--- src/rtl/cpu_core_seq.sv ---
// cpu_core_seq: minimal accumulator CPU with a sequential FETCH/EXEC/MEM/HALT
// control path and a single shared memory port using a req/ack handshake.
//
// Ports
//   clk        system clock, all state updates on the rising edge
//   reset      synchronous, active-high reset
//   mem_req    memory request valid (FETCH and MEM states only)
//   mem_we     1 = write, 0 = read, valid while mem_req=1
//   mem_addr   request address (pc in FETCH, instruction operand in MEM)
//   mem_wdata  write data, always the accumulator
//   mem_rdata  read data, valid when mem_ack=1
//   mem_ack    completes the current request on the same edge
//   acc        accumulator
//   pc         program counter
//   zero       last ADD/SUB result was zero
//   carry      ADD carry-out or SUB borrow
//   halted     core is in HALT
module cpu_core_seq #(
   parameter int unsigned DW = 8,
   parameter int unsigned AW = 4
) (
   input  logic          clk,
   input  logic          reset,
   output logic          mem_req,
   output logic          mem_we,
   output logic [AW-1:0] mem_addr,
   output logic [DW-1:0] mem_wdata,
   input  logic [DW-1:0] mem_rdata,
   input  logic          mem_ack,
   output logic [DW-1:0] acc,
   output logic [AW-1:0] pc,
   output logic          zero,
   output logic          carry,
   output logic          halted
);

   localparam int unsigned OPW = 4;

   localparam logic [OPW-1:0] OP_LDA = 4'b1000;
   localparam logic [OPW-1:0] OP_LDB = 4'b0100;
   localparam logic [OPW-1:0] OP_ADD = 4'b0010;
   localparam logic [OPW-1:0] OP_SUB = 4'b0001;
   localparam logic [OPW-1:0] OP_JMP = 4'b1001;
   localparam logic [OPW-1:0] OP_WRT = 4'b1010;
   localparam logic [OPW-1:0] OP_JZ  = 4'b1011;
   localparam logic [OPW-1:0] OP_HLT = 4'b1111;

   typedef enum logic [1:0] {
      S_FETCH = 2'd0,
      S_EXEC  = 2'd1,
      S_MEM   = 2'd2,
      S_HALT  = 2'd3
   } state_t;

   state_t          state_q;
   logic [OPW-1:0]  op_q;     // IR opcode field
   logic [AW-1:0]   opnd_q;   // IR operand field; the unused middle bits are not kept
   logic [AW-1:0]   pc_q;
   logic [DW-1:0]   a_q;
   logic [DW-1:0]   b_q;
   logic [DW-1:0]   acc_q;
   logic            zero_q;
   logic            carry_q;

   // Both ALU results in DW+1 bits; the top bit is ADD carry-out / SUB borrow.
   logic [DW:0]     add_d;
   logic [DW:0]     sub_d;

   assign add_d = {1'b0, a_q} + {1'b0, b_q};
   assign sub_d = {1'b0, a_q} - {1'b0, b_q};

   // Memory port is a pure decode of registered state; reset forces it idle
   // so an in-flight request is dropped in the reset cycle itself.
   assign mem_req   = !reset && ((state_q == S_FETCH) || (state_q == S_MEM));
   assign mem_we    = !reset && (state_q == S_MEM) && (op_q == OP_WRT);
   assign mem_addr  = reset ? '0 : ((state_q == S_MEM) ? opnd_q : pc_q);
   assign mem_wdata = acc_q;

   assign acc    = acc_q;
   assign pc     = pc_q;
   assign zero   = zero_q;
   assign carry  = carry_q;
   assign halted = !reset && (state_q == S_HALT);

   // Control FSM and datapath registers.
   always_ff @(posedge clk) begin
      if (reset) begin
         state_q <= S_FETCH;
         op_q    <= '0;
         opnd_q  <= '0;
         pc_q    <= '0;
         a_q     <= '0;
         b_q     <= '0;
         acc_q   <= '0;
         zero_q  <= 1'b0;
         carry_q <= 1'b0;
      end else begin
         case (state_q)
            S_FETCH: begin
               if (mem_ack) begin
                  op_q    <= mem_rdata[DW-1 -: OPW];
                  opnd_q  <= mem_rdata[AW-1:0];
                  pc_q    <= pc_q + AW'(1);
                  state_q <= S_EXEC;
               end
            end
            S_EXEC: begin
               state_q <= S_FETCH;
               case (op_q)
                  OP_LDA, OP_LDB, OP_WRT: state_q <= S_MEM;
                  OP_HLT:                 state_q <= S_HALT;
                  OP_ADD: begin
                     acc_q   <= add_d[DW-1:0];
                     carry_q <= add_d[DW];
                     zero_q  <= (add_d[DW-1:0] == '0);
                  end
                  OP_SUB: begin
                     acc_q   <= sub_d[DW-1:0];
                     carry_q <= sub_d[DW];
                     zero_q  <= (sub_d[DW-1:0] == '0);
                  end
                  OP_JMP: pc_q <= opnd_q;
                  OP_JZ: begin
                     if (zero_q) begin
                        pc_q <= opnd_q;
                     end
                  end
                  default: ;
               endcase
            end
            S_MEM: begin
               // WRT needs no datapath action: the write completes on the ack.
               if (mem_ack) begin
                  if (op_q == OP_LDA) begin
                     a_q <= mem_rdata;
                  end
                  if (op_q == OP_LDB) begin
                     b_q <= mem_rdata;
                  end
                  state_q <= S_FETCH;
               end
            end
            default: ; // S_HALT: frozen until reset
         endcase
      end
   end

endmodule

--- config.mk ---
export PLATFORM = sky130hd
export DESIGN_NAME = cpu_core_seq
export DESIGN_NICKNAME = d
export VERILOG_FILES = /design/src/rtl/cpu_core_seq.sv
export SDC_FILE = /design/constraint.sdc
export NUM_CORES = 1
export LEC_CHECK = 0
export BUFFER_PORTS_ARGS = -buffer_cell sky130_fd_sc_hd__buf_2
export CELL_PAD_IN_SITES_DETAIL_PLACEMENT = 0
export CELL_PAD_IN_SITES_GLOBAL_PLACEMENT = 1
export CORE_MARGIN = 1
export CORE_UTILIZATION = 43
export DETAILED_ROUTE_END_ITERATION = 12
export GPL_ROUTABILITY_DRIVEN = 0
export HOLD_SLACK_MARGIN = 0.06
export PLACE_DENSITY = 0.92
export REMOVE_ABC_BUFFERS = 1
export SYNTH_ARGS = -nofsm -noshare
export SYNTH_HDL_FRONTEND = slang
export SYNTH_SLANG_ARGS = --single-unit
--- constraint.sdc ---
create_clock -name clk -period 2.4 [get_ports clk]
set_input_delay 0.48 -clock clk [delete_from_list [all_inputs] [get_ports clk]]
set_output_delay 0.48 -clock clk [all_outputs]
set_load 0.03 [all_outputs]
; Yosys cells after proc, flatten, opt, wreduce, memory -nomap -nowiden
; Cells that the tools add are included.
[word_totals]
reg_bits = 40
latch_bits = 0
ramBits = 0
mem_bits_ro = 0
inputBits = 11
output_inout_bits = 29
wordCells = 59
mem_count = 0
[classes]
n_addsub = 3
multipliers = 0
div_mod_pow = 0
order_cmp = 0
n_eq_ne = 15
shifts = 0
muxes = 13
bitwise_logic = 0
n_reduce_logical = 19
[op_table]
columns = cell, n
row1 = "equality test 4 bit, second input constant", 5
row2 = logical NOT 8 bit, 2
row3 = 2-to-1 mux 4 bit, 4
row4 = case mux 4 bit (2 select lines), 2
row5 = case mux 8 bit (2 select lines), 1
row6 = adder 8 x 8 -> 9 bit, 1
row7 = AND reduction 3 bit, 3
row8 = subtractor 8 x 8 -> 9 bit, 1
row9 = case mux 2 bit (3 select lines), 1
row10 = "adder 4 x 1 -> 4 bit, second input constant", 1
row11 = "equality test 2 bit, second input constant", 2
row12 = "equality test 4 x 1 -> 1 bit, second input constant", 1
row13 = "equality test 4 x 2 -> 1 bit, second input constant", 1
row14 = "equality test 4 x 3 -> 1 bit, second input constant", 1
row15 = logical AND 1 bit, 4
row16 = 2-to-1 mux 2 bit, 2
row17 = "!= test 2 bit, second input constant", 2
row18 = case mux 1 bit (2 select lines), 2
row19 = case mux 2 bit (2 select lines), 1
row20 = AND reduction 2 bit, 2
row21 = AND reduction 4 bit, 1
row22 = nonzero test 2 bit, 2
row23 = "!= test 3 x 2 -> 1 bit, second input constant", 1
row24 = "!= test 3 bit, second input constant", 1
row25 = other kinds (6), 6

; Depth between registers and ports, before layout
[logic_depth]
depth_word = 4
mapped_depth = 10
mapped_depth_nobuf = 10

; Worst setup path after synthesis
; Ideal clock, no wire load.
[synth_path]
path_kind = register -> register
startpoint = reg b_q[2]
endpoint = reg zero_q, in the netlist zero
t_arrival_ns = 1.993
required_ns = 2.304
slack_ns = 0.311
stages_incl_launch_ff = 10
path_buffers = 1
path_cell_list = dfxtp_1 -> inv_1 -> ha_1 -> buf_4 -> nor2b_1 -> a211oi_1 -> o21a_1 -> or3_1 -> and2_4 -> o41ai_2
[synth_between]
elab_chain_cells = 3
[synth_lines]
columns = element, line_no
row1 = from (decl), 60  ; logic [DW-1:0] b_q;
row2 = from (signal assigned), 138  ; b_q <= mem_rdata;
row3 = subtractor 8 x 8 -> 9 bit / adder 8 x 8 -> 9 bit (equally long branches), "70, 69"
row4 = "logical NOT 8 bit, on equally long branches", "120, 115"
row5 = case mux 1 bit (2 select lines) *, 109  ; case (op_q)
row6 = to (signal assigned), 115  ; zero_q <= (add_d[DW-1:0] == '0);
row7 = to (signal assigned), 120  ; zero_q <= (sub_d[DW-1:0] == '0);
row8 = to (decl), 62  ; logic zero_q;
; Every way passes the cells marked *; elsewhere a longest branch is shown, timed or not.
; A chain may end at the register's enable or synchronous reset.

; Worst setup path after layout
[layout_path]
startpoint = reg b_q[1]
endpoint = reg zero_q, in the netlist zero
; The elaborated chain is that of the path after synthesis.

==> impl_metrics.yaml <==
setup_path:
  path_buf_inv: 1
  required_ns: 2.59
  path_class: "reg -> reg"
  cpMaxStageDelayCell: "dfxtp_1"
  crit_path_start_kind: "register"
  crit_chain: "inv_1, ha_1, nand2b_1, a211oi_2, o21a_1, or3_1, and2_4, o41ai_2"
  cp_top_family: "simple AND/OR/NAND/NOR gates"
  cp_max_fo: 4
  end_kind: "register"
  cp.arrival_ns: 2.44
  cpPeakStageDelay_ns: 0.41
clock_tree:
  clk_pin_slew_ns: 0.08
  clk_latency_ns: 0.29
  root_buffer: "clkbuf_8"
  cts_tree: "yes"
  cts_sinks: 40
  numCtsBuffers: 5
  htree_levels: 2
  clockBufferDepth: 2
routing:
  ant_nets: 0
  vias: 2305
  wire_per_inst_um: 13.5
  drt-total-wl_um: 5740
  drt_iter0_markers: 164
  drc: 0
  firstDrtPassIters: 4
  via_per_inst: 5.44
global_route:
  antenna_found_initial: 0
  grt_start_max_net_pins: 26
  overflow: 0
  grt_pass1_vias: 2171
  grt_first_pass_wirelength_um: 9830
  track_usage_pct: 19.6
die:
  dieArea_sq_um: 6500
  core_sq_um: 5960
  rows: 28
  ios: 40
  die_w_um: 80.7
  die_h_um: 80.7
  start_util_pct: 44.7
synthesis:
  avgSynthCellArea_sq_um: 8.39
  synth-async-reset-ratio_pct: 0
  synth_area_sq_um: 2660
  yosysSeqAreaShare_pct: 30.1
  ys_ff_latch: 40
  ys_types: 54
  synth_edf_count: 0
  synth.yosys.warnings: 0
  netlist_instances: 317
  synthFlopType: "dfxtp_1"
sta:
  fin_worst_skew_ns: 0.0113
  setup_viol: 0
  setup_tns_ns: 0
  max_freq_mhz: 445
  fin_crit_sh_pct: 93.5
  tightest_slew_ns: 0.644
  rsz0062_at_grt: "false"
  min_period_ns: 2.25
  finalHoldViolCount: 0
  drv_slew: 0
  slew_headroom_pct: 56.5
place:
  hpwl_um: 4400
  port_buffers: 39
  place_area_sq_um: 2890
status:
  status: "completed"
job:
  maxCapViolCount: 0
power_and_ir_drop:
  ir_drop_v: 0.000310
  power_density_nw_per_um2: 489
  leakagePower_uw: 0.00139
  finalPower_uw: 1470
layout:
  final_cell_mix: "nor2_1, dfxtp_1, buf_2"
  antenna_cells: 0
  final_nets: 378
  area_growth_pct: 13.0
  stdcell_area_sq_um: 3010
  final_common_cell: "nor2_1"
  layout-drive-gt1-share_pct: 19.8
hold_path:
  hp-class: "in -> reg"
==> final cells by class <==
type                            instances  area [sq um]
Clock buffer                            6          72.6
Fill cell                             589          2950
Timing Repair Buffer                   49           270
Multi-Input combinational cell        241          1690
Tap cell                               75          93.8
Sequential cell                        40           801
Inverter                               11          41.3
Clock inverter                          2          35.0
==> what timing repair did <==
item / 4_1_cts / 5_1_grt
buffers inserted: 0 / 0
hold buffers: 0 / 0
setup endpoints to repair: 0 / 3
gates resized for setup: 0 / 3
==> synth_stat cells (all sizes together), types with 2 or more instances <==
| library cell | number | area share [%] |
|---|---|---|
| nor2 | 52 | 7.6 |
| dfxtp | 40 | 30 |
| mux2i | 30 | 11 |
| a21oi | 23 | 4.3 |
| buf | 17 | 4.0 |
| ha | 17 | 8.0 |
| nand2 | 17 | 2.4 |
| inv | 11 | 1.6 |
| o21ai | 11 | 2.1 |
| nor2b | 9 | 2.1 |
| clkbuf | 8 | 1.1 |
| nand2b | 7 | 1.9 |
| a211oi | 6 | 1.7 |
| nor3 | 5 | 0.94 |
| nor4 | 5 | 1.7 |
| and2 | 4 | 1.0 |
| nor3b | 4 | 1.1 |
| nand3 | 3 | 0.56 |
| nand3b | 3 | 0.85 |
| o21a | 3 | 0.85 |
| o31a | 3 | 0.99 |
| xnor2 | 3 | 0.99 |
| xor2 | 3 | 0.99 |
| a311oi | 2 | 0.66 |
| a41oi | 2 | 0.66 |
| fa | 2 | 1.5 |
| o211ai | 2 | 0.56 |
| o21bai | 2 | 0.56 |
| o41ai | 2 | 0.94 |
| or2 | 2 | 0.47 |
| or3 | 2 | 0.47 |
| or4 | 2 | 0.56 |
==> report_power, final <==
group	total [uW]	switching [uW]	internal [uW]
sequential	720	34.3	686
clock	547	238	309
combinational	204	122	82.6
total	1470	394	1080
==> per-layer routing <==
metal	routed length [um]	part of all wire, %	global-route usage [%]	vias up
met1	2680	47	25.4	1054
li1	-	-	-	1166
met4	115	2.0	7.86	0
met2	2640	46	32.1	71
met3	297	5.2	3.18	14
met5	0	0	0	-
==> sequential cells by signal, indices dropped and copies added (netlist names) <==
register	cells
b_q	8
opnd_q	4
a_q	8
zero	1
pc	4
state_q	2
acc	8
op_q	4
carry	1
==> kinds of logic after synthesis <==
group	synth area share (%)
xor gates and xnor gates	1.98
muxes	11.3
AOI/OAI and AO/OA	16.2
DFF	30.1
and+or+nand+nor	24.2
adders and majority gates	9.50
buffers and inverters	6.73
==> worst register-to-register path, cell delays in order (launching register included) <==
cell	delay, ns
dfxtp_1	0.41
inv_1	0.10
ha_1	0.30
nand2b_1	0.14
a211oi_2	0.11
o21a_1	0.21
or3_1	0.39
and2_4	0.18
o41ai_2	0.31
==> worst paths after layout <==
check,startpoint,end,slack [ns],cells after the start
setup / recovery,b_q[1],zero,0.15,8
setup reg to reg,b_q[1],zero,0.15,8
hold reg to reg,acc[2],acc[2],0.46,2
hold / removal,mem_rdata[2],b_q[2],0.45,3
==> stage by stage <==
step | cells | setup slack [ns] | hold WS, ns | utilization, %
global route | 424 | 0.000302 | 0.462 | 50.5
finish | 424 | 0.155 | 0.450 | 50.5
global placement | 416 | 0.147 | 0.446 | 48.5
floorplan | 292 | 0.287 | 0.471 | -
CTS | 424 | 0.0379 | 0.445 | 50.3
detailed placement | 416 | 0.0828 | 0.456 | 48.5
(Power assumes the default switching activity.)
